`config.mk`:
```
export PLATFORM = sky130hd
export DESIGN_NAME = prefetcher_queue_flat
export DESIGN_NICKNAME = d
export VERILOG_FILES = /design/src/rtl/prefetcher_queue_if.sv /design/src/rtl/prefetcher_queue.sv /design/src/flat_wrapper.sv
export SDC_FILE = /design/constraint.sdc
export NUM_CORES = 1
export LEC_CHECK = 0
export BUFFER_PORTS_ARGS = -buffer_cell sky130_fd_sc_hd__buf_2
export CORE_MARGIN = 3
export CORE_UTILIZATION = 55
export DETAILED_ROUTE_END_ITERATION = 6
export PLACE_DENSITY = 0.76
export SKIP_CTS_REPAIR_TIMING = 1
export SYNTH_ARGS = -nofsm -noshare
export SYNTH_HDL_FRONTEND = slang
export SYNTH_SLANG_ARGS = --single-unit
```
`constraint.sdc`:
```
create_clock -name clk -period 4.4 [get_ports clk]
set_input_delay 0.44 -clock clk [delete_from_list [all_inputs] [get_ports clk]]
set_output_delay 0.44 -clock clk [all_outputs]
set_load 0.005 [all_outputs]
```
`src/rtl/prefetcher_queue_if.sv`:
```
// Bus bundle between the prefetch queue, the serial bus controller and the decoder.
// master = prefetcher side, slave = controller/decoder side.
`ifndef TX_CMD_BITS
`define TX_CMD_BITS 4
`endif
`ifndef TX_HEADER_READ_16
`define TX_HEADER_READ_16 4'h3
`endif

interface prefetcher_queue_if #(
   parameter int IO_BITS        = 2,
   parameter int PAYLOAD_CYCLES = 8
);
   localparam int WORD_BITS = IO_BITS * PAYLOAD_CYCLES;
   localparam int CNT_BITS  = $clog2(PAYLOAD_CYCLES) + 1;

   logic [WORD_BITS-1:0]    inst;
   logic                    inst_valid;
   logic                    inst_done;
   logic [WORD_BITS-1:0]    head_pc;
   logic                    jump_valid;
   logic [WORD_BITS-1:0]    jump_addr;
   logic                    tx_command_valid;
   logic [`TX_CMD_BITS-1:0] tx_command;
   logic                    tx_command_started;
   logic [IO_BITS-1:0]      tx_data;
   logic                    tx_data_next;
   logic [CNT_BITS-1:0]     tx_counter;
   logic                    rx_data_valid;
   logic [IO_BITS-1:0]      rx_pins;
   logic                    rx_done;

   modport master (
      output inst, inst_valid, head_pc, tx_command_valid, tx_command, tx_data,
      input  inst_done, jump_valid, jump_addr, tx_command_started, tx_data_next,
             tx_counter, rx_data_valid, rx_pins, rx_done
   );

   modport slave (
      input  inst, inst_valid, head_pc, tx_command_valid, tx_command, tx_data,
      output inst_done, jump_valid, jump_addr, tx_command_started, tx_data_next,
             tx_counter, rx_data_valid, rx_pins, rx_done
   );
endinterface

```
`src/rtl/prefetcher_queue.sv`:
```
// Credit-limited serial instruction prefetch FIFO with jump redirect; words already
// requested before a jump are counted in discard and dropped when they arrive.
`ifndef TX_CMD_BITS
`define TX_CMD_BITS 4
`endif
`ifndef TX_HEADER_READ_16
`define TX_HEADER_READ_16 4'h3
`endif

module prefetcher_queue #(
   parameter int          IO_BITS        = 2,
   parameter int          PAYLOAD_CYCLES = 8,
   parameter int          DEPTH          = 4,
   parameter int unsigned RESET_PC       = 0
) (
   input  logic               clk,
   input  logic               reset,
   prefetcher_queue_if.master bus
);
   localparam int WORD_BITS = IO_BITS * PAYLOAD_CYCLES;
   localparam int CW        = $clog2(DEPTH + 1);
   localparam int PW        = (DEPTH > 1) ? $clog2(DEPTH) : 1;
   localparam logic [WORD_BITS-1:0] PC_STEP  = WORD_BITS'(2);
   localparam logic [WORD_BITS-1:0] PC_RESET = WORD_BITS'(RESET_PC);

   logic [CW-1:0]        occ_q, occ_d, inflight_q, inflight_d, discard_q, discard_d;
   logic [PW-1:0]        head_ptr_q, head_ptr_d, tail_ptr_q, tail_ptr_d;
   logic [WORD_BITS-1:0] fetch_pc_q, fetch_pc_d, head_pc_q, head_pc_d;
   logic [WORD_BITS-1:0] addr_sr_q, addr_sr_d, rx_sr_q, rx_sr_d;
   logic [WORD_BITS-1:0] mem_q [DEPTH];
   logic                 push, pop, credit_ok, queue_valid;

   // Pointers wrap at DEPTH, which need not be a power of two.
   function automatic logic [PW-1:0] ptr_inc(input logic [PW-1:0] p);
      return (p == PW'(DEPTH - 1)) ? '0 : p + PW'(1);
   endfunction

   always_comb begin
      credit_ok   = ({1'b0, occ_q} + {1'b0, inflight_q}) < (CW+1)'(DEPTH);
      queue_valid = (occ_q != '0) && !reset;
      bus.tx_command_valid = credit_ok && !bus.jump_valid && !reset;
      bus.tx_command       = `TX_HEADER_READ_16;
      bus.tx_data          = addr_sr_q[IO_BITS-1:0];
      bus.inst_valid       = queue_valid;
      bus.inst             = queue_valid ? mem_q[head_ptr_q] : '0;
      bus.head_pc          = head_pc_q;
   end

   always_comb begin
      pop  = bus.inst_done && (occ_q != '0) && !bus.jump_valid;
      push = bus.rx_done && (discard_q == '0) && !bus.jump_valid;

      addr_sr_d  = addr_sr_q;
      fetch_pc_d = fetch_pc_q;
      rx_sr_d    = rx_sr_q;
      head_ptr_d = head_ptr_q;
      tail_ptr_d = tail_ptr_q;
      head_pc_d  = head_pc_q;
      discard_d  = discard_q;
      inflight_d = inflight_q + CW'(bus.tx_command_started) - CW'(bus.rx_done);
      occ_d      = occ_q + CW'(push) - CW'(pop);

      if (bus.tx_command_started) begin
         addr_sr_d  = fetch_pc_q;
         fetch_pc_d = fetch_pc_q + PC_STEP;
      end else if (bus.tx_data_next) begin
         addr_sr_d = addr_sr_q >> IO_BITS;
      end

      if (bus.rx_data_valid)
         rx_sr_d = {bus.rx_pins, rx_sr_q[WORD_BITS-1:IO_BITS]};

      if (push) tail_ptr_d = ptr_inc(tail_ptr_q);
      if (pop) begin
         head_ptr_d = ptr_inc(head_ptr_q);
         head_pc_d  = head_pc_q + PC_STEP;
      end

      if (bus.rx_done && (discard_q != '0))
         discard_d = discard_q - CW'(1);

      // Redirect: everything still in flight after this cycle becomes stale.
      if (bus.jump_valid) begin
         occ_d      = '0;
         head_ptr_d = '0;
         tail_ptr_d = '0;
         fetch_pc_d = {bus.jump_addr[WORD_BITS-1:1], 1'b0};
         head_pc_d  = {bus.jump_addr[WORD_BITS-1:1], 1'b0};
         discard_d  = inflight_d;
      end
   end

   always_ff @(posedge clk) begin
      if (reset) begin
         occ_q      <= '0;
         inflight_q <= '0;
         discard_q  <= '0;
         head_ptr_q <= '0;
         tail_ptr_q <= '0;
         fetch_pc_q <= PC_RESET;
         head_pc_q  <= PC_RESET;
         addr_sr_q  <= '0;
      end else begin
         occ_q      <= occ_d;
         inflight_q <= inflight_d;
         discard_q  <= discard_d;
         head_ptr_q <= head_ptr_d;
         tail_ptr_q <= tail_ptr_d;
         fetch_pc_q <= fetch_pc_d;
         head_pc_q  <= head_pc_d;
         addr_sr_q  <= addr_sr_d;
      end
   end

   always_ff @(posedge clk) begin
      if (push) mem_q[tail_ptr_q] <= rx_sr_q;
      rx_sr_q <= rx_sr_d;
   end
endmodule

```
`src/flat_wrapper.sv`:
```
// flat-port wrapper written by rule: the top's interface ports become plain ports
module prefetcher_queue_flat 
#(
   parameter int          IO_BITS        = 2,
   parameter int          PAYLOAD_CYCLES = 8,
   parameter int          DEPTH          = 4,
   parameter int unsigned RESET_PC       = 0
)
  (clk, reset, bus_inst, bus_inst_valid, bus_head_pc, bus_tx_command_valid, bus_tx_command, bus_tx_data, bus_inst_done, bus_jump_valid, bus_jump_addr, bus_tx_command_started, bus_tx_data_next, bus_tx_counter, bus_rx_data_valid, bus_rx_pins, bus_rx_done);
  prefetcher_queue_if #(.IO_BITS(IO_BITS), .PAYLOAD_CYCLES(PAYLOAD_CYCLES)) bus_i ();
  input  logic clk;
  input  logic reset;
  output wire logic [$bits(bus_i.inst)-1:0] bus_inst;
  output wire logic [$bits(bus_i.inst_valid)-1:0] bus_inst_valid;
  output wire logic [$bits(bus_i.head_pc)-1:0] bus_head_pc;
  output wire logic [$bits(bus_i.tx_command_valid)-1:0] bus_tx_command_valid;
  output wire logic [$bits(bus_i.tx_command)-1:0] bus_tx_command;
  output wire logic [$bits(bus_i.tx_data)-1:0] bus_tx_data;
  input wire logic [$bits(bus_i.inst_done)-1:0] bus_inst_done;
  input wire logic [$bits(bus_i.jump_valid)-1:0] bus_jump_valid;
  input wire logic [$bits(bus_i.jump_addr)-1:0] bus_jump_addr;
  input wire logic [$bits(bus_i.tx_command_started)-1:0] bus_tx_command_started;
  input wire logic [$bits(bus_i.tx_data_next)-1:0] bus_tx_data_next;
  input wire logic [$bits(bus_i.tx_counter)-1:0] bus_tx_counter;
  input wire logic [$bits(bus_i.rx_data_valid)-1:0] bus_rx_data_valid;
  input wire logic [$bits(bus_i.rx_pins)-1:0] bus_rx_pins;
  input wire logic [$bits(bus_i.rx_done)-1:0] bus_rx_done;
  assign bus_inst = bus_i.inst;
  assign bus_inst_valid = bus_i.inst_valid;
  assign bus_head_pc = bus_i.head_pc;
  assign bus_tx_command_valid = bus_i.tx_command_valid;
  assign bus_tx_command = bus_i.tx_command;
  assign bus_tx_data = bus_i.tx_data;
  assign bus_i.inst_done = bus_inst_done;
  assign bus_i.jump_valid = bus_jump_valid;
  assign bus_i.jump_addr = bus_jump_addr;
  assign bus_i.tx_command_started = bus_tx_command_started;
  assign bus_i.tx_data_next = bus_tx_data_next;
  assign bus_i.tx_counter = bus_tx_counter;
  assign bus_i.rx_data_valid = bus_rx_data_valid;
  assign bus_i.rx_pins = bus_rx_pins;
  assign bus_i.rx_done = bus_rx_done;
  prefetcher_queue #(.IO_BITS(IO_BITS), .PAYLOAD_CYCLES(PAYLOAD_CYCLES), .DEPTH(DEPTH), .RESET_PC(RESET_PC)) u_core (.clk(clk), .reset(reset), .bus(bus_i));
endmodule
```
==> results of run 1 <==
-- path summary, 6_finish.rpt --
path	cells past startpoint	slack [ns]	to	startpoint
min	1	0.09	u_core.rx_sr_q[14]	bus_rx_pins[0]
max	3	1.46	bus_inst[15]	flip-flop
max reg2reg	5	2.19	u_core.mem_q[3][13]	u_core.discard_q[0]
min reg2reg	2	0.50	u_core.head_ptr_q[1]	u_core.head_ptr_q[1]
-- per-layer routing --
| layer | up-vias | share of wire | track usage |
|---|---|---|---|
| li1 | 1850 | - | - |
| met2 | 93 | 0.52 | 0.337 |
| met4 | 0 | 0.012 | 0.0722 |
| met3 | 15 | 0.045 | 0.0491 |
| met1 | 1868 | 0.42 | 0.238 |
| met5 | - | 0 | 0 |
-- critical path, cell delays in order, from the launching register on --
cell,delay (ns)
dfxtp_1,1.05
mux4_2,0.61
nor2b_1,0.17
buf_2,0.15
-- Yosys cell counts, drive strengths merged, types with 3 or more instances --
master	count	share of area
nand3	9	0.0095
mux2i	16	0.026
a211oi	6	0.0074
nor3	9	0.0074
dfxtp	61	0.20
and4	4	0.0058
nor3b	4	0.0049
edfxtp	80	0.39
buf	14	0.015
clkbuf	19	0.012
nor2b	19	0.020
a21oi	35	0.029
inv	25	0.015
ha	14	0.029
nor4	5	0.0051
a21boi	19	0.023
nand2	13	0.0080
nor2	39	0.024
nand4	8	0.0082
and2	7	0.0072
mux4	16	0.059
o31a	6	0.0090
xnor2	20	0.029
or2	3	0.0031
xor2	9	0.013
-- flip-flops by register name (all words and copies together), names as in the netlist, named ones only --
| name | flops |
|---|---|
| u_core.mem_q | 64 |
| u_core.addr_sr_q | 16 |
| u_core.rx_sr_q | 16 |
| u_core.bus.head_pc | 15 |
| u_core.fetch_pc_q | 15 |
| u_core.discard_q | 3 |
| u_core.inflight_q | 3 |
| u_core.occ_q | 3 |
| u_core.head_ptr_q | 2 |
| u_core.tail_ptr_q | 2 |
-- power groups by stage --
stage          registers (mW)  logic, mW  clock network, mW
2_1_floorplan            1.54      0.206                  0
3_3_place_gp             1.55      0.259                  0
3_5_place_dp             1.56      0.269                  0
4_1_cts                  1.53      0.273               1.40
5_1_grt                  1.54      0.305               1.45
6_report                 1.53      0.269               1.37
-- area by class of cell --
class / count / area share
timing repair buffer: 59 / 0.0424
multi-input combinational: 290 / 0.318
sequential: 141 / 0.520
clock buffer: 18 / 0.0600
clock inverter: 14 / 0.0215
inverter: 26 / 0.0140
tap: 136 / 0.0244
-- cells by family (layout without fill, tap and decap cells) --
logic type	Yosys count	after routing	share of synthesized area
other	2	5	0.00123
adders and majority gates	16	16	0.0353
and+or+nand+nor	129	129	0.113
DFF	141	141	0.595
AOI/OAI and AO/OA	79	79	0.0849
xor gates and xnor gates	29	29	0.0417
buffers and inverters	59	117	0.0427
muxes	32	32	0.0855
-- cells in the final DEF (no fill, tap or decap), types with 3 or more instances in the layout --
cell type and n:
dfxtp_1 61, edfxtp_1 80, nor3_1 9, o31a_1 4, conb_1 5, ha_1 14
or2_2 3, clkbuf_16 16, inv_8 4, mux2i_1 16, a21boi_0 19, nor2_1 39
a211oi_1 6, xor2_1 9, nor2b_1 19, inv_6 4, inv_1 25, nor4_1 5
nand2_1 13, a21oi_1 35, nand3_1 8, mux4_2 16, nor3b_1 4, and4_1 4
clkinvlp_4 3, and2_1 7, xnor2_1 20, buf_2 59, nand4_1 8
==> metrics.md, run 1 <==
| Metric | Value |
|---|---|
| Final Util | 0.660 |
| Slew headroom | 0.271 |
| Final Hold Fails | 0 |
| Final min period | 2.94 ns |
| Worst path required time | 3.96 ns |
| Fmax | between 300 and 400 MHz |
| Critical path class | reg2out |
| Area occupied by multi-input gates | about 2200 um2 |
| Root Buffer | clkbuf_8 |
| H-tree levels | 4 |
| Global-route wire length before repair | 19,300 um |
| Layout cells sized above 1 | 0.206 |
| RePlAce Congestion | approximately 0.80 |
| Status | complete, no violations |
| Vias in the first global route | 3,872 |
| Final WL | ~12,000 um |
| Largest net degree at the start of global routing | 44 |
| Sw frac | 0.251 |
| Drt first pass iters | 4 |
| Sequential Area | between 3000 and 4000 um2 |
| Clock Sinks | between 100 and 150 |
| Final instance area | 6970 um2 |
| Sequential power share | 0.484 |
| Worst-case vdd ir drop | 0.283 mV |
| Starting Density | 0.577 |
| Flops & latches, synth | around 140 |
| IO Count | 70 |
| Synth unique cells | between 40 and 50 |
| Die ar. | between 10,000 and 15,000 um2 |
| Post-detail-place hpwl | 7320 um |
| Post-DRT Antenna Nets | 0 |
| Dpl cells | 652 |
| Unrepaired setup endpoints after global routing | no |
| CTS tree | done |
| N_diodes | 0 |
| Clock slew at reported path FFs | ~0.070 ns |
| Hold_ws | around 0.094 ns |
| Post-Syn Area | 6090 um2 |
| Routed vias/inst | ~5.6 |
| Core box area | roughly 11,000 um2 |
| Placed Area | 6400 um2 |
| Initial antenna violation count | 0 |
| Clock share of power | 0.431 |
| Die H | 111 um |
| Leak | ~2.6 nW |
| Setup TNS | 0 ns |
| Ys flop type | edfxtp_1 |
| Post-synth EDFFs | 80 |
| CP arrival | approximately 2.5 ns |
| Ys async rst share | 0 |
| GR Overflow Total | 0 |
| Non-Filler Instances | just under 700 |
| Port Buffers | between 50 and 60 |
| Switching power | ~0.79 mW |
| Max Root-Sink Buffers | 2 |
| Worst slew pin tran | about 1.1 ns |
| Site Rows | 37 |
| Slew Viols, Final | 0 |
| Power Total | 3.17 mW |
| Gr usage total | 0.196 |
| Crit path launch type | flip-flop |
| Via count | roughly 3,800 |
| Worst hold path class | in2reg |
| Post-Syn Instances | approximately 490 |
| Die Span X | roughly 110 um |
| DRT iter0 DRCs | approximately 190 |
| Mean routed wirelength per cell | about 17 um |
| Max-Cap Viols | 0 |
| Synth warnings | 0 |
| Power per cell area | ~450 nW/um2 |
| Layout Area Growth over Synthesis | 14.5% |
| Final setup violation count | 0 |
| Cts bufs inserted | 17 |
| Min setup slack post-route | approximately 1.5 ns |
| Worst-path fanout max | 16 |
| Syn avg cell area | between 10 and 15 um2 |
| Final Skew | 0.0139 ns |
| Combinational Power Share | 0.085 |
| Final Cycle Share | 0.669 |
| Layout Nets | around 580 |
| Worst slack, placed | between 1.5 and 2 ns |
| Filler cell count | 765 |
| Clock latency on the worst-skew pair | 0.53 ns |
| Worst Setup End Kind | output pin |
| Drt drc | 0 |
| Internal power | 2.37 mW |
| Register area share after synthesis | 0.595 |
No activity file was read; power rests on OpenSTA's default activity.
==> run 2, diff against run 1 <==
--- a/config.mk
+++ b/config.mk
@@ -5,9 +5,10 @@
 export SDC_FILE = /design/constraint.sdc
 export NUM_CORES = 1
 export LEC_CHECK = 0
+export ABC_AREA = 1
 export BUFFER_PORTS_ARGS = -buffer_cell sky130_fd_sc_hd__buf_2
 export CORE_MARGIN = 3
-export CORE_UTILIZATION = 55
+export CORE_UTILIZATION = 53
 export DETAILED_ROUTE_END_ITERATION = 6
 export PLACE_DENSITY = 0.76
 export SKIP_CTS_REPAIR_TIMING = 1
==> constraint.sdc (replaced) <==
create_clock -name clk -period 2.6 [get_ports clk]
set_input_delay 0.26 -clock clk [delete_from_list [all_inputs] [get_ports clk]]
set_output_delay 0.26 -clock clk [all_outputs]
set_load 0.005 [all_outputs]
==> run 2 against run 1 <==
Effect of this change:
- register-to-register slack got worse by 1.7 ns
- die area increased by 9.6%
- via count increased by 32%
- sequential cell count unchanged
- largest power group unchanged
- critical path depth increased by 3
- sequential power increased by 68%
==> metrics.md, run 2 <==
| Metric | Value |
|---|---|
| HP Start | bus_rx_pins[0] |
| Flops & latches, synth | around 140 |
| Worst hold path class | in2reg |
| Core box area | between 10,000 and 15,000 um2 |
| Worst-path fanout max | 17 |
| Ys async rst share | 0 |
| Post-detail-place hpwl | 9380 um |
| Power Total | about 5.6 mW |
| Worst Setup End Kind | output pin |
| Largest registers | u_core.mem_q: 64 flops, u_core.addr_sr_q: 16 flops, u_core.rx_sr_q: 16 flops |
| Final Skew | approximately 0.0067 ns |
| Synth area leader | edfxtp_1 |
| Drt drc | 0 |
| Filler cell count | roughly 930 |
| Vias in the first global route | 4,777 |
| Largest register FFs | between 60 and 70 |
| Reg2reg setup slack | ~0.45 ns |
| Mean routed wirelength per cell | about 16 um |
| Syn avg cell area | roughly 9.2 um2 |
| Max-Cap Viols | 0 |
| Root Buffer | clkbuf_16 |
| Slew Viols, Final | 0 |
| Hold Crit Depth | 1 |
| Global-route wire length before repair | around 23,000 um |
| Synth unique cells | 42 |
| Die Span X | 116 um |
| H-tree levels | 4 |
| IO Count | 70 |
| Biggest register | u_core.mem_q |
| Setup TNS | 0 ns |
| Max Root-Sink Buffers | 2 |
| Power per cell area | between 700 and 800 nW/um2 |
| Post-synth EDFFs | 80 |
| Site Rows | 39 |
| Synth warnings | 0 |
| Unrepaired setup endpoints after global routing | no |
| Post-Syn Instances | 699 |
| Final WL | roughly 14,000 um |
| FF-to-FF path depth | 12 |
| Layout Nets | 805 |
| Port Buffers | slightly below 60 |
| Worst R2R Start | u_core.occ_q[1] |
| Synth cell count leaders | nor2_1 (108), nand2_1 (92), edfxtp_1 (80) |
| CP arrival | roughly 2 ns |
| Post-Syn Area | approximately 6500 um2 |
| N_diodes | 0 |
| DRT iter0 DRCs | between 300 and 400 |
| Clock latency on the worst-skew pair | roughly 0.42 ns |
| Final Hold Fails | 0 |
| Post-DRT Antenna Nets | 0 |
| Ys flop type | edfxtp_1 |
| Worst-case vdd ir drop | around 0.37 mV |
| Ranking of synthesized cells by area | edfxtp_1 (37%), dfxtp_1 (19%), nor2_1 (6.3%) |
| GR Overflow Total | 0 |
| R2R Path End | u_core.occ_q[2] |
| Final Cycle Share | 0.886 |
| Clock slew at reported path FFs | approximately 0.060 ns |
| Clock Sinks | approximately 140 |
| Routed vias/inst | 5.54 |
| Final min period | around 2.3 ns |
| Leak | 3.03 nW |
| Status | complete, no violations |
| Die ar. | roughly 14,000 um2 |
| Worst slew pin tran | about 0.7 ns |
| Fmax | approximately 430 MHz |
| Crit path launch type | flip-flop |
| Initial antenna violation count | 0 |
| Starting Density | 0.554 |
| Gr usage total | 0.218 |
| Critical path class | reg2out |
| Cts bufs inserted | 17 |
| CTS tree | done |
| RePlAce Congestion | roughly 0.84 |
| Register area share after synthesis | 0.561 |
| Drt first pass iters | 5 |
| Layout Area Growth over Synthesis | 15.5% |
| Largest net degree at the start of global routing | 33 |
| Synth top area share | 0.372 |
| Final setup violation count | 0 |
| Layout cells sized above 1 | 0.167 |
| Commonest non-fill, non-tap cell in the layout | nor2_1 |
| Slew headroom | 0.531 |
| Die H | approximately 120 um |
| Most frequent cells in the layout | nor2_1 (108), nand2_1 (92), edfxtp_1 (80) |
| Most common cell in the netlist | nor2_1 |
| Worst Hold End | u_core.rx_sr_q[14] |
| Worst path required time | about 2.3 ns |
| Via count | just over 5,000 |
-- run 2: cell count changes in the layout (fill, tap and decap cells not counted), sizes merged, moves of 7 or more --
cell,before,now
nand2,13,98
nor2,39,117
o21ai,1,69
inv,33,74
nand3,9,36
nor2b,19,0
xnor2,20,1
a21oi,35,52
mux2i,16,0
mux4,16,0
buf,59,72
a21boi,19,9
a31oi,1,10
and2,7,0
-- run 2: worst max-delay path by stage --
stage               slack [ns]                 from  cells after the start            endpoint
global placement          0.53      u_core.occ_q[1]                     12     u_core.occ_q[2]
finish                    0.30            flip-flop                      6        bus_inst[13]
CTS                       0.26            flip-flop                      6        bus_inst[13]
floorplan                 0.66  u_core.discard_q[0]                      6  u_core.mem_q[0][0]
global route              0.15            flip-flop                      5         bus_inst[5]
detailed placement        0.47      u_core.occ_q[1]                     12     u_core.occ_q[2]
-- run 2: metal layers --
| metal | routed length (um) | vias to the layer above | GRT usage |
|---|---|---|---|
| li1 | - | 2488 | - |
| met1 | 6330 | 2385 | 0.290 |
| met2 | 6690 | 178 | 0.346 |
| met3 | 1050 | 17 | 0.0637 |
| met4 | 184 | 0 | 0.0696 |
| met5 | 0 | - | 0 |
-- run 2: cell type report --
| type | instances | area (um2) | area share |
|---|---|---|---|
| timing repair buffer | 72 | 393 | 0.0526 |
| sequential | 141 | 3620 | 0.485 |
| tap | 143 | 179 | 0.0240 |
| clock inverter | 13 | 189 | 0.0253 |
| clock buffer | 18 | 429 | 0.0575 |
| multi-input combinational | 457 | 2390 | 0.320 |
| inverter | 70 | 265 | 0.0355 |
-- run 2: through the flow --
stage	cells	utilization	area (um2)	setup WS, ns	hold WS, ns
global route	914	0.640	7470	0.151	0.00563
detailed placement	883	0.587	6850	0.472	0.439
global placement	883	0.587	6850	0.533	0.440
CTS	914	0.640	7470	0.261	0.00174
finish	914	0.640	7470	0.298	0.0204
floorplan	702	-	6470	0.659	0.359
-- run 2: power by group --
group	switching (mW)	leakage, nW	internal (mW)
clock network	0.939	0.299	1.61
registers	0.0918	1.24	2.48
logic	0.299	1.49	0.179
total	1.33	3.03	4.27
-- run 2: cells by family after synthesis --
logic type                 after synthesis  share of synthesized area
other                                    2                    0.00116
xor gates and xnor gates                 7                    0.00949
adders and majority gates               16                     0.0333
buffers and inverters                  104                     0.0715
DFF                                    141                      0.561
and+or+nand+nor                        273                      0.187
AOI/OAI and AO/OA                      156                      0.137
-- run 2: critical path, stage by stage (launching register included) --
cell and delay (ns):
dfxtp_1 0.75, buf_4 0.29, nor2_1 0.06, nor2_1 0.09
o21ai_0 0.10, a21oi_1 0.19, buf_2 0.15
==> run 3, diff against run 2 <==
--- a/config.mk
+++ b/config.mk
@@ -8,9 +8,9 @@
 export ABC_AREA = 1
 export BUFFER_PORTS_ARGS = -buffer_cell sky130_fd_sc_hd__buf_2
 export CORE_MARGIN = 3
-export CORE_UTILIZATION = 53
+export CORE_UTILIZATION = 55
 export DETAILED_ROUTE_END_ITERATION = 6
-export PLACE_DENSITY = 0.76
+export PLACE_DENSITY_LB_ADDON = 0.2
 export SKIP_CTS_REPAIR_TIMING = 1
 export SYNTH_ARGS = -nofsm -noshare
 export SYNTH_HDL_FRONTEND = slang
==> constraint.sdc (replaced) <==
create_clock -name clk -period 2.5 [get_ports clk]
set_input_delay 0.25 -clock clk [delete_from_list [all_inputs] [get_ports clk]]
set_output_delay 0.25 -clock clk [all_outputs]
set_load 0.005 [all_outputs]
==> run 3 against run 2 <==
Effect of this change:
- first-iteration DRC count fell by 2.6%
- combinational power rose by 5.2%
- sequential share of layout area rose by 0.36 points
- setup slack worse by 0.15 ns
- non-clock buffer count fell by 2
- critical path depth shrank 2
- sequential power rose by 4%
- core utilization is 2.3 points higher
- highest routed layer unchanged
==> metrics.md, run 3 (synthesis results as in run 2) <==
| Metric | Value |
|---|---|
| N_diodes | 0 |
| Routed vias/inst | about 5.5 |
| Setup TNS | 0 ns |
| Commonest non-fill, non-tap cell in the layout | nor2_1 |
| Clock slew at reported path FFs | about 0.06 ns |
| Port Buffers | between 50 and 60 |
| Hold_ws | 0.143 ns |
| Fmax | roughly 430 MHz |
| Final instance area | ~7400 um2 |
| Worst hold path class | in2reg |
| Min setup slack post-route | roughly 0.15 ns |
| Mean routed wirelength per cell | between 15 and 20 um |
| Worst slew pin tran | around 0.84 ns |
| Max-Cap Viols | 0 |
| HP Start | bus_jump_addr[1] |
| Final Hold Fails | 0 |
| Clock latency on the worst-skew pair | 0.42 ns |
| Final Cycle Share | 0.940 |
| WL met1 | between 5000 and 6000 um |
| Met3 wire len | about 760 um |
| Metal2 WL | 7230 um |
| Layout cells sized above 1 | 0.162 |
| Final Util | 0.663 |
| RePlAce Congestion | about 0.84 |
| Power per cell area | between 700 and 800 nW/um2 |
| Die H | approximately 110 um |
| Root Buffer | clkbuf_16 |
| Site Rows | 38 |
| Placed Area | between 6000 and 7000 um2 |
| Cts bufs inserted | 17 |
| Largest net degree at the start of global routing | 33 |
| Status | complete, no violations |
| Layout Nets | roughly 800 |
| Worst-path fanout max | 32 |
| CTS tree | done |
| Max layer used | met4 |
| Filler cell count | slightly below 900 |
| Max Root-Sink Buffers | 2 |
| Vias in the first global route | 5,002 |
| Worst Setup End Kind | output pin |
| Sequential Area | roughly 3600 um2 |
| GR Overflow Total | 0 |
| Leak | around 3 nW |
| Unrepaired setup endpoints after global routing | yes |
| Starting Density | 0.578 |
| Via count | about 5,000 |
| Final setup violation count | 0 |
| Post-DRT Antenna Nets | 0 |
| Global-route wire length before repair | approximately 24,000 um |
| Drt first pass iters | 5 |
| H-tree levels | 4 |
| Gr usage total | 0.232 |
| Final Skew | 0.00669 ns |
| Critical path class | reg2out |
| IO Count | 70 |
| Worst path required time | about 2.3 ns |
| Most frequent cells in the layout | nor2_1 (108), nand2_1 (92), edfxtp_1 (80) |
| Area occupied by multi-input gates | ~2400 um2 |
| Biggest register | u_core.mem_q |
| Drt drc | 0 |
| Worst slack, placed | 0.327 ns |
| Layout Area Growth over Synthesis | 14.7% |
| Slew headroom | 0.440 |
| Die Span X | 114 um |
| Largest register FFs | between 60 and 70 |
| Slew Viols, Final | 0 |
| Worst-case vdd ir drop | between 0.4 and 0.5 mV |
| Largest registers | u_core.mem_q: 64 flops, u_core.addr_sr_q: 16 flops, u_core.rx_sr_q: 16 flops |
| Final min period | ~2.3 ns |
| Die ar. | between 10,000 and 15,000 um2 |
| Core box area | ~11,000 um2 |
| DRT iter0 DRCs | around 330 |
| Post-detail-place hpwl | between 9000 and 10,000 um |
| Clock Sinks | around 140 |
| Worst R2R Start | u_core.occ_q[1] |
| Initial antenna violation count | 0 |
| CP arrival | 2.10 ns |
| Final WL | about 14,000 um |
| Crit path launch type | flip-flop |
==> run 3: changes by cell type in the layout (fill, tap and decap cells not counted), sizes merged <==
| cell | change |
|---|---|
| buf | -4 |
| dlygate4sd3 | +2 |
| inv | -3 |
| clkinv | +3 |
| bufinv | -2 |
| clkinvlp | +2 |
| clkbuf | +1 |
==> run 3: metal layers <==
layer	global-route usage	vias up
li1	-	2483
met2	0.398	142
met5	0	-
met3	0.0634	20
met4	0.103	0
met1	0.270	2364
==> run 3: per-stage QoR <==
step / instances / power, mW
2_1_floorplan: 702 / 3.05
5_1_grt: 910 / 5.83
4_1_cts: 908 / 5.64
3_3_place_gp: 876 / 3.19
6_report: 910 / 5.60
3_5_place_dp: 876 / 3.22
==> run 3: path summary, 6_finish.rpt <==
| path | end | slack (ns) | cells past startpoint |
|---|---|---|---|
| worst min-delay path | u_core.bus.head_pc[1] | 0.14 | 3 |
| worst max register to register | u_core.occ_q[2] | 0.29 | 12 |
| worst min register to register | u_core.addr_sr_q[15] | 0.46 | 2 |
| worst max-delay path | bus_inst[13] | 0.15 | 4 |
==> run 3: worst max-delay path, stage by stage (launching register included) <==
cell     delay, ns
dfxtp_1       0.39
inv_1         0.65
o21ai_0       0.25
a21oi_1       0.23
buf_2         0.14
==> run 3: layout make-up <==
cell class / count / share of cell area
clock inverter: 13 / 0.0194
timing repair buffer: 70 / 0.0517
sequential: 141 / 0.489
multi-input combinational: 457 / 0.322
inverter: 70 / 0.0358
clock buffer: 19 / 0.0584
tap: 140 / 0.0236
==> run 3: where the power goes <==
part | internal (mW) | switching (mW) | leakage (nW)
sequential | 2.58 | 0.0934 | 1.24
combinational | 0.186 | 0.318 | 1.48
clock | 1.47 | 0.958 | 0.271
total | 4.23 | 1.37 | 2.99
